[src/rtl/seq_monitor_7seg.sv]
// Sequence monitor for a 2-bit 0->1->2->3 state code.
// Tracks lock, faults and wraps, and shows the even value on a 7-segment digit.
module seq_monitor_7seg #(
  parameter int LOCK_N         = 4,
  parameter int WRAP_W         = 8,
  parameter int SEG_ACTIVE_LOW = 1
) (
  input  logic              clk,
  input  logic              rst,
  input  logic              en,
  input  logic              clr,
  input  logic [1:0]        seq_in,
  output logic              locked,
  output logic              fault,
  output logic              err_sticky,
  output logic [WRAP_W-1:0] wrap_cnt,
  output logic [2:0]        value,
  output logic [6:0]        seg
);

  localparam int CW = $clog2(LOCK_N + 1);

  localparam logic [1:0] S_IDLE  = 2'd0;
  localparam logic [1:0] S_ACQ   = 2'd1;
  localparam logic [1:0] S_LOCK  = 2'd2;
  localparam logic [1:0] S_FAULT = 2'd3;

  localparam logic [6:0] BLANK =
    (SEG_ACTIVE_LOW != 0) ? 7'h7F : 7'h00;
  localparam logic [CW-1:0] LOCK_CNT = CW'(LOCK_N);

  logic [1:0]    state;
  logic [1:0]    prev;
  logic [CW-1:0] good_cnt;
  logic [CW-1:0] cnt_inc;
  logic          good;
  logic          is_wrap;

  // Segment pattern for the even value 2*c, {g,f,e,d,c,b,a}.
  function automatic logic [6:0] enc(input logic [1:0] c);
    logic [6:0] p;
    unique case (c)
      2'd0: p = 7'h40;
      2'd1: p = 7'h24;
      2'd2: p = 7'h19;
      2'd3: p = 7'h02;
    endcase
    return (SEG_ACTIVE_LOW != 0) ? p : ~p;
  endfunction

  assign good    = (seq_in == prev + 2'd1);
  assign cnt_inc = good_cnt + CW'(1);
  assign is_wrap = (prev == 2'd3) && (seq_in == 2'd0);

  assign locked = (state == S_LOCK);
  assign fault  = (state == S_FAULT);

  always_ff @(posedge clk or posedge rst) begin
    if (rst) begin
      state      <= S_IDLE;
      prev       <= 2'd0;
      good_cnt   <= '0;
      err_sticky <= 1'b0;
      wrap_cnt   <= '0;
      value      <= 3'd0;
      seg        <= BLANK;
    end else if (clr) begin
      state      <= S_IDLE;
      prev       <= 2'd0;
      good_cnt   <= '0;
      err_sticky <= 1'b0;
      wrap_cnt   <= '0;
      value      <= 3'd0;
      seg        <= BLANK;
    end else if (en) begin
      prev  <= seq_in;
      value <= {seq_in, 1'b0};
      seg   <= enc(seq_in);
      unique case (state)
        S_IDLE: begin
          good_cnt <= '0;
          state    <= S_ACQ;
        end
        S_ACQ: begin
          if (good) begin
            good_cnt <= cnt_inc;
            if (cnt_inc == LOCK_CNT)
              state <= S_LOCK;
          end else begin
            good_cnt <= '0;
          end
        end
        S_LOCK: begin
          if (good) begin
            // Counter saturates so a long run never reads as few wraps.
            if (is_wrap && (wrap_cnt != '1))
              wrap_cnt <= wrap_cnt + WRAP_W'(1);
          end else begin
            state      <= S_FAULT;
            err_sticky <= 1'b1;
          end
        end
        S_FAULT: begin
          good_cnt <= '0;
          state    <= S_ACQ;
        end
      endcase
    end
  end

endmodule

[config.mk]
export PLATFORM = sky130hd
export DESIGN_NAME = seq_monitor_7seg
export DESIGN_NICKNAME = d
export VERILOG_FILES = /design/src/rtl/seq_monitor_7seg.sv
export SDC_FILE = /design/constraint.sdc
export NUM_CORES = 1
export LEC_CHECK = 0
export ABC_CLOCK_PERIOD_IN_PS = 3000
export BUFFER_PORTS_ARGS = -buffer_cell sky130_fd_sc_hd__buf_4
export CORE_ASPECT_RATIO = 1.75
export CORE_MARGIN = 5
export CORE_UTILIZATION = 48
export CTS_CLUSTER_SIZE = 8
export DETAILED_ROUTE_END_ITERATION = 8
export MAX_ROUTING_LAYER = met4
export PLACE_DENSITY = 0.69
export REMOVE_ABC_BUFFERS = 1
export SYNTH_ARGS = -nofsm -noshare
export SYNTH_HDL_FRONTEND = slang
export SYNTH_SLANG_ARGS = --single-unit
[constraint.sdc]
create_clock -name clk -period 3 [get_ports clk]
set_input_delay 0.6 -clock clk [delete_from_list [all_inputs] [get_ports clk]]
set_output_delay 0.6 -clock clk [all_outputs]
set_load 0.01 [all_outputs]
==> results of run 1 <==
-- layer usage --
| layer | vias up | track usage [%] |
|---|---|---|
| met5 | - | - |
| met4 | 0 | 9.85 |
| met3 | 6 | 2.15 |
| met2 | 24 | 28.2 |
| met1 | 483 | 21.0 |
| li1 | 486 | - |
-- where the power goes --
part           internal (mW)  switching, mW
combinational         0.0416         0.0572
sequential             0.283         0.0100
clock                 0.0945         0.0883
-- cell families (layout without fill, tap and decap cells) --
group           after synthesis  after routing  share of synthesized area [%]
other cells                   1              1                          0.321
fa+ha+maj                     8              8                           8.57
buf+inv                      15             37                           6.22
compound gates               32             32                           17.8
mux                           2              2                           1.71
xor+xnor                      3              3                           2.25
simple gates                 43             43                           19.8
flops                        20             20                           43.3
-- worst max-delay path, stage by stage, from the launching register on --
cell	delay (ns)
dfrtp_1	0.44
ha_1	0.34
or4b_1	0.49
or2_1	0.40
or4_1	0.55
a21oi_1	0.16
-- placed cells by master, fill, tap and decap left out, types with 2 or more instances in the layout --
cell type  synthesis  routed
o21ai_0            7       7
a21oi_1           10      10
a21o_1             2       2
inv_1              8       8
clkbuf_8           0       3
dfrtp_1           16      16
nand3b_1           2       2
buf_4              4      25
o31ai_1            5       5
nand3_1            7       7
or3_1              2       2
and2_1             2       2
ha_1               8       8
nand2_1           12      12
dfstp_2            4       4
xor2_1             2       2
o311a_1            3       3
mux2i_1            2       2
or4_1              3       3
nor2_1             5       5
-- sequential cells by signal (all words and copies together), names as in the netlist --
name        flops
wrap_cnt        8
seg             4
good_cnt        3
state           2
value           2
err_sticky      1
-- per-stage QoR --
stage / hold WS [ns] / worst slack [ns] / util (%) / cell area (sq um)
detailed placement: 0.519 / 0.564 / 58.4 / 1340
floorplan: 0.479 / 0.694 / - / 1120
global placement: 0.485 / 0.598 / 58.4 / 1340
CTS: 0.497 / 0.568 / 60.3 / 1390
finish: 0.483 / 0.565 / 60.3 / 1390
global route: 0.559 / 0.439 / 60.3 / 1390
-- path summary, 6_finish.rpt --
kind / depth (start not counted) / endpoint / slack [ns] / start
worst max-delay path: 5 / wrap_cnt[5]$_DFFE_PP0P_ / 0.56 / value[1]$_DFFE_PP0N_
worst min-delay path: 2 / wrap_cnt[2]$_DFFE_PP0P_ / 0.48 / rst
worst max register to register: 5 / wrap_cnt[5]$_DFFE_PP0P_ / 0.56 / value[1]$_DFFE_PP0N_
worst min register to register: 2 / good_cnt[1]$_DFFE_PP0P_ / 0.53 / good_cnt[1]$_DFFE_PP0P_
max in group asynchronous: 2 / value[2]$_DFFE_PP0N_ / 2.03 / rst
min in group clk: 2 / good_cnt[1]$_DFFE_PP0P_ / 0.53 / good_cnt[1]$_DFFE_PP0P_
-- area by class of cell --
class / count / area, sq um
Tap cell: 25 / 31.3
Clock buffer: 4 / 45.0
Sequential cell: 20 / 505
Timing Repair Buffer: 25 / 188
Inverter: 8 / 30.0
Fill cell: 216 / 913
Multi-Input combinational cell: 89 / 589
==> summary.txt, run 1 <==
Worst setup path
  – WP data arrival: 2.62 ns
  – CP Launch Type: flop
  – Critical path class: flop to flop
  – WP data required: 3.18 ns
  – CP endpoint kind: flop
  – Worst-path maximum fanout: 14

STA
  – Slew HR: 48.2%
  – Worst Clk Skew: 0.00359 ns
  – Pins Over Slew Limit: 0
  – RSZ-0062 raised after global routing: false
  – Fin crit share: 81.2%
  – Fin crit period: 2.44 ns
  – Fin. Hold Viols: 0
  – Sum Neg Setup Slack: 0 ns
  – Peak Freq: 0.411 GHz
  – Worst-margin pin slew: 0.776 ns
  – Final setup viols: 0

Pwr
  – Design Power: 575 uW
  – Peak supply drop: 0.296 mV
  – Lkg Pwr: 0.660 nW
  – Power per standard cell area: 414 mW/mm^2

Logic synthesis
  – Flops & latches, synth: 20
  – Cells after Synth: 124
  – EDFF count, synth: 0
  – FFs w/ async S/R, synth: 100%
  – Most frequent cell after synthesis: dfrtp_1
  – Distinct cells, synth: 39
  – Synth top area cells: dfrtp_1 34%, dfstp_2 9.0%, ha_1 8.6%
  – Synth Cell Area: 0.00117 sq mm
  – Prevailing post-synth register cell: dfrtp_1
  – Sequential share of the synthesized area: 43.3%
  – Yosys top cell area share: 34.3%
  – Area leader, netlist: dfrtp_1
  – Syn_area_per_cell: 9.41 sq um
  – Synthesis Warnings: 0
  – Most common library cells after synthesis: 16 x dfrtp_1, 12 x nand2_1, 10 x a21oi_1

Hold path
  – Hold Path Class: input port to async pin

Route
  – Met3 wire len: 82 um
  – Met2 WL: 1.47 mm
  – Wire per inst: 15.7 um
  – Top Layer Used: met4
  – ANT nets after route: 0
  – TritonRoute pass-1 iters: 4
  – DR vias: 999
  – # DRC: 0
  – Via-to-Cell Ratio: 5.84
  – WL met1: 1.08 mm
  – Total wire length: 2.68 mm
  – Initial drt markers: 32

Die
  – Die Ht: 75.2 um
  – Core box area: 0.00230 sq mm
  – Row count: 23
  – Starting Density: 50.7%
  – Die area: 0.00356 sq mm
  – Die width: 47.3 um
  – Io pins: 27

Clock network
  – CTS max path bufs: 2
  – # resized after CTS: 0
  – Hold buffer count at CTS: 0
  – Worst-Skew Late Latency: 0.26 ns
  – Clock slew at reported path FFs: 0.08 ns
  – Post-CTS setup repair buffer count: 0
  – Clk root buf: clkbuf_8
  – Clock Sinks: 20
  – Total CTS buffers: 3
  – CTS tree: yes
  – Clock H-tree levels: 1

Final layout
  – Non-Filler Instances: 171
  – Ant. Diodes: 0
  – Layout Area Growth over Synthesis: 19.0%
  – Nets: 161
  – Share of cells above drive strength 1: 22.6%

Global route
  – Global-route wire length before repair: 4.46 mm
  – Total gr overflow: 0
  – Number of global-route vias before repair: 1005
  – Largest net degree at the start of global routing: 21
  – Initial antenna violation count: 0
  – Total track usage: 17.8%

Place
  – Post-DP HPWL: 2.06 mm
  – Final RePlAce weighted congestion: 0.819
  – Dpl cells: 167
  – Port Buffers: 25

Run status
  – Status: completed

Flow run
  – Max-Cap Viols: 0
Power figures use the tool's default switching activity.
==> run 2, diff against run 1 <==
--- a/config.mk
+++ b/config.mk
@@ -5,15 +5,15 @@
 export SDC_FILE = /design/constraint.sdc
 export NUM_CORES = 1
 export LEC_CHECK = 0
-export ABC_CLOCK_PERIOD_IN_PS = 3000
+export ABC_CLOCK_PERIOD_IN_PS = 2200
 export BUFFER_PORTS_ARGS = -buffer_cell sky130_fd_sc_hd__buf_4
 export CORE_ASPECT_RATIO = 1.75
 export CORE_MARGIN = 5
-export CORE_UTILIZATION = 48
+export CORE_UTILIZATION = 47
 export CTS_CLUSTER_SIZE = 8
 export DETAILED_ROUTE_END_ITERATION = 8
 export MAX_ROUTING_LAYER = met4
-export PLACE_DENSITY = 0.69
+export PLACE_DENSITY = 0.71
 export REMOVE_ABC_BUFFERS = 1
 export SYNTH_ARGS = -nofsm -noshare
 export SYNTH_HDL_FRONTEND = slang
==> constraint.sdc (replaced) <==
create_clock -name clk -period 2.2 [get_ports clk]
set_input_delay 0.44 -clock clk [delete_from_list [all_inputs] [get_ports clk]]
set_output_delay 0.44 -clock clk [all_outputs]
set_load 0.01 [all_outputs]
==> summary.txt, run 2 (synthesis gave the netlist of run 1 again) <==
Pwr
  – Power per standard cell area: 547 mW/mm^2 (+32%)
  – Lkg Pwr: 0.716 nW (+8.4%)
  – Peak supply drop: 0.345 mV (+17%)

STA
  – Sum Neg Setup Slack: 0 ns (unchanged)
  – Fin crit period: 2.15 ns (-0.289 ns)
  – Pins Over Slew Limit: 0 (unchanged)
  – Fin crit share: 97.6% (+16 points)
  – Worst Clk Skew: 0.00545 ns (+0.00186 ns)
  – Worst-margin pin slew: 0.784 ns (+0.00849 ns)
  – RSZ-0062 raised after global routing: true
  – Setup WS post-layout: 0.0536 ns (-0.511 ns)
  – Peak Freq: 0.466 GHz (+13%)
  – Final setup viols: 0 (unchanged)
  – Slew HR: 47.7% (-0.57 points)
  – Fin. Hold Viols: 0 (unchanged)

Place
  – Final RePlAce weighted congestion: 0.833 (+1.8%)
  – DP Area: 0.00141 sq mm (+5.1%)
  – Post-DP HPWL: 2.21 mm (+7.4%)
  – Place WS: -0.115 ns (-0.679 ns)
  – Port Buffers: 25 (unchanged)

Final layout
  – Commonest non-fill, non-tap cell in the layout: buf_4
  – Leading registers by flop count: wrap_cnt (8), seg (4), good_cnt (3)
  – Layout fillers: 204 (-5.6%)
  – Layout Area Growth over Synthesis: 30.5%
  – Final instance area: 0.00152 sq mm (+9.7%)
  – Share of cells above drive strength 1: 34.6% (+12 points)
  – Most flops, register: wrap_cnt
  – Most frequent cells in the layout: 34 x buf_4, 16 x dfrtp_1, 12 x nand2_1
  – Final Core Density: 62.7% (+2.3 points)
  – Nets: 171 (+6.2%)
  – Max FFs per register: 8 (unchanged)
  – Ant. Diodes: 0 (unchanged)

Worst setup path
  – CP Launch Type: flop
  – Worst-path maximum fanout: 5 (-9)
  – WP data arrival: 2.34 ns (-0.28 ns)
  – Critical path class: flop to flop
  – WP data required: 2.40 ns (-0.78 ns)
  – CP endpoint kind: flop

Route
  – TritonRoute pass-1 iters: 4 (unchanged)
  – Via-to-Cell Ratio: 5.85 (about the same)
  – # DRC: 0 (unchanged)
  – Top Layer Used: met4
  – Met3 wire len: 92 um (+12%)
  – Total wire length: 2.94 mm (+9.5%)
  – Initial drt markers: 22 (-31%)
  – DR vias: 1064 (+6.5%)
  – WL met1: 1.04 mm (-3.2%)
  – ANT nets after route: 0 (unchanged)
  – Met2 WL: 1.73 mm (+18%)
  – Wire per inst: 16.1 um (+2.9%)

Global route
  – Global-route wire length before repair: 4.82 mm (+8.0%)
  – Number of global-route vias before repair: 1160 (+15%)
  – Total track usage: 18.2% (+0.47 points)
  – Initial antenna violation count: 0 (unchanged)
  – Total gr overflow: 0 (unchanged)
  – Largest net degree at the start of global routing: 21 (unchanged)

Die
  – Starting Density: 48.0% (-2.7 points)
  – Core box area: 0.00243 sq mm (+5.7%)
  – Row count: 24 (+4.3%)
  – Io pins: 27 (unchanged)
  – Die area: 0.00362 sq mm (+1.8%)
  – Die width: 47.7 um (+0.84%)
  – Die Ht: 75.9 um (+0.92%)

Clock network
  – CTS max path bufs: 2 (unchanged)
  – Clock slew at reported path FFs: 0.08 ns (about the same)
  – Clock H-tree levels: 1 (unchanged)
  – Post-CTS setup repair buffer count: 0 (unchanged)
  – Total CTS buffers: 3 (unchanged)
  – CTS tree: yes
  – Clk root buf: clkbuf_8
  – Clock Sinks: 20 (unchanged)
  – Worst-Skew Late Latency: 0.26 ns (about the same)

Run status
  – Status: completed

Hold path
  – Hold Path Class: input port to async pin

Flow run
  – Max-Cap Viols: 0 (unchanged)
## run 2: final timing paths
path                                   startpoint                       to  slack (ns)  depth (start not counted)
max                          value[2]$_DFFE_PP0N_  wrap_cnt[5]$_DFFE_PP0P_        0.05                          5
min in group clk                              clr  wrap_cnt[5]$_DFFE_PP0P_        0.47                          2
max reg2reg                  value[2]$_DFFE_PP0N_  wrap_cnt[5]$_DFFE_PP0P_        0.05                          5
min reg2reg                err_sticky$_DFFE_PP0P_   err_sticky$_DFFE_PP0P_        0.50                          2
max in group asynchronous                     rst  wrap_cnt[0]$_DFFE_PP0P_        1.38                          2
min                                           rst  wrap_cnt[6]$_DFFE_PP0P_        0.32                          2
## run 2: metal layers
layer / GRT usage [%] / vias up
li1: - / 508
met1: 18.5 / 523
met2: 32.1 / 24
met3: 2.37 / 9
met4: 8.09 / 0
met5: - / -
## run 2: cell type report
cell class	count	area [sq um]	area share (%)
clock buffer	4	55.1	3.61
tap	26	32.5	2.13
inverter	8	30.0	1.97
sequential	20	505	33.2
timing repair buffer	34	255	16.7
multi-input combinational	90	646	42.4
## run 2: critical path, stage by stage, from the launching register on
cell and delay [ns]:
dfrtp_1 0.41, ha_4 0.25, or4b_4 0.50, or2_4 0.27, or4_1 0.52, a21oi_2 0.13
## run 2: report_power, final
| group | internal (mW) | leakage [nW] | switching (mW) |
|---|---|---|---|
| combinational | 0.0689 | 0.425 | 0.0835 |
| sequential | 0.386 | 0.262 | 0.0125 |
| clock | 0.159 | 0.0288 | 0.123 |
## run 2: what timing repair did
| action | CTS | global route |
|---|---|---|
| pin swaps | 4 | 0 |
| cloned | 1 | 0 |
| setup endpoints to repair | 6 | 6 |
| hold buffers | 0 | 0 |
| resized for setup | 5 | 5 |
## run 2: metrics by stage
step	power, mW	instances	hold slack (ns)
3_3_place_gp	0.548	177	0.482
3_5_place_dp	0.554	177	0.487
4_1_cts	0.838	182	0.350
2_1_floorplan	0.481	117	0.401
5_1_grt	0.869	182	0.400
6_report	0.833	182	0.324
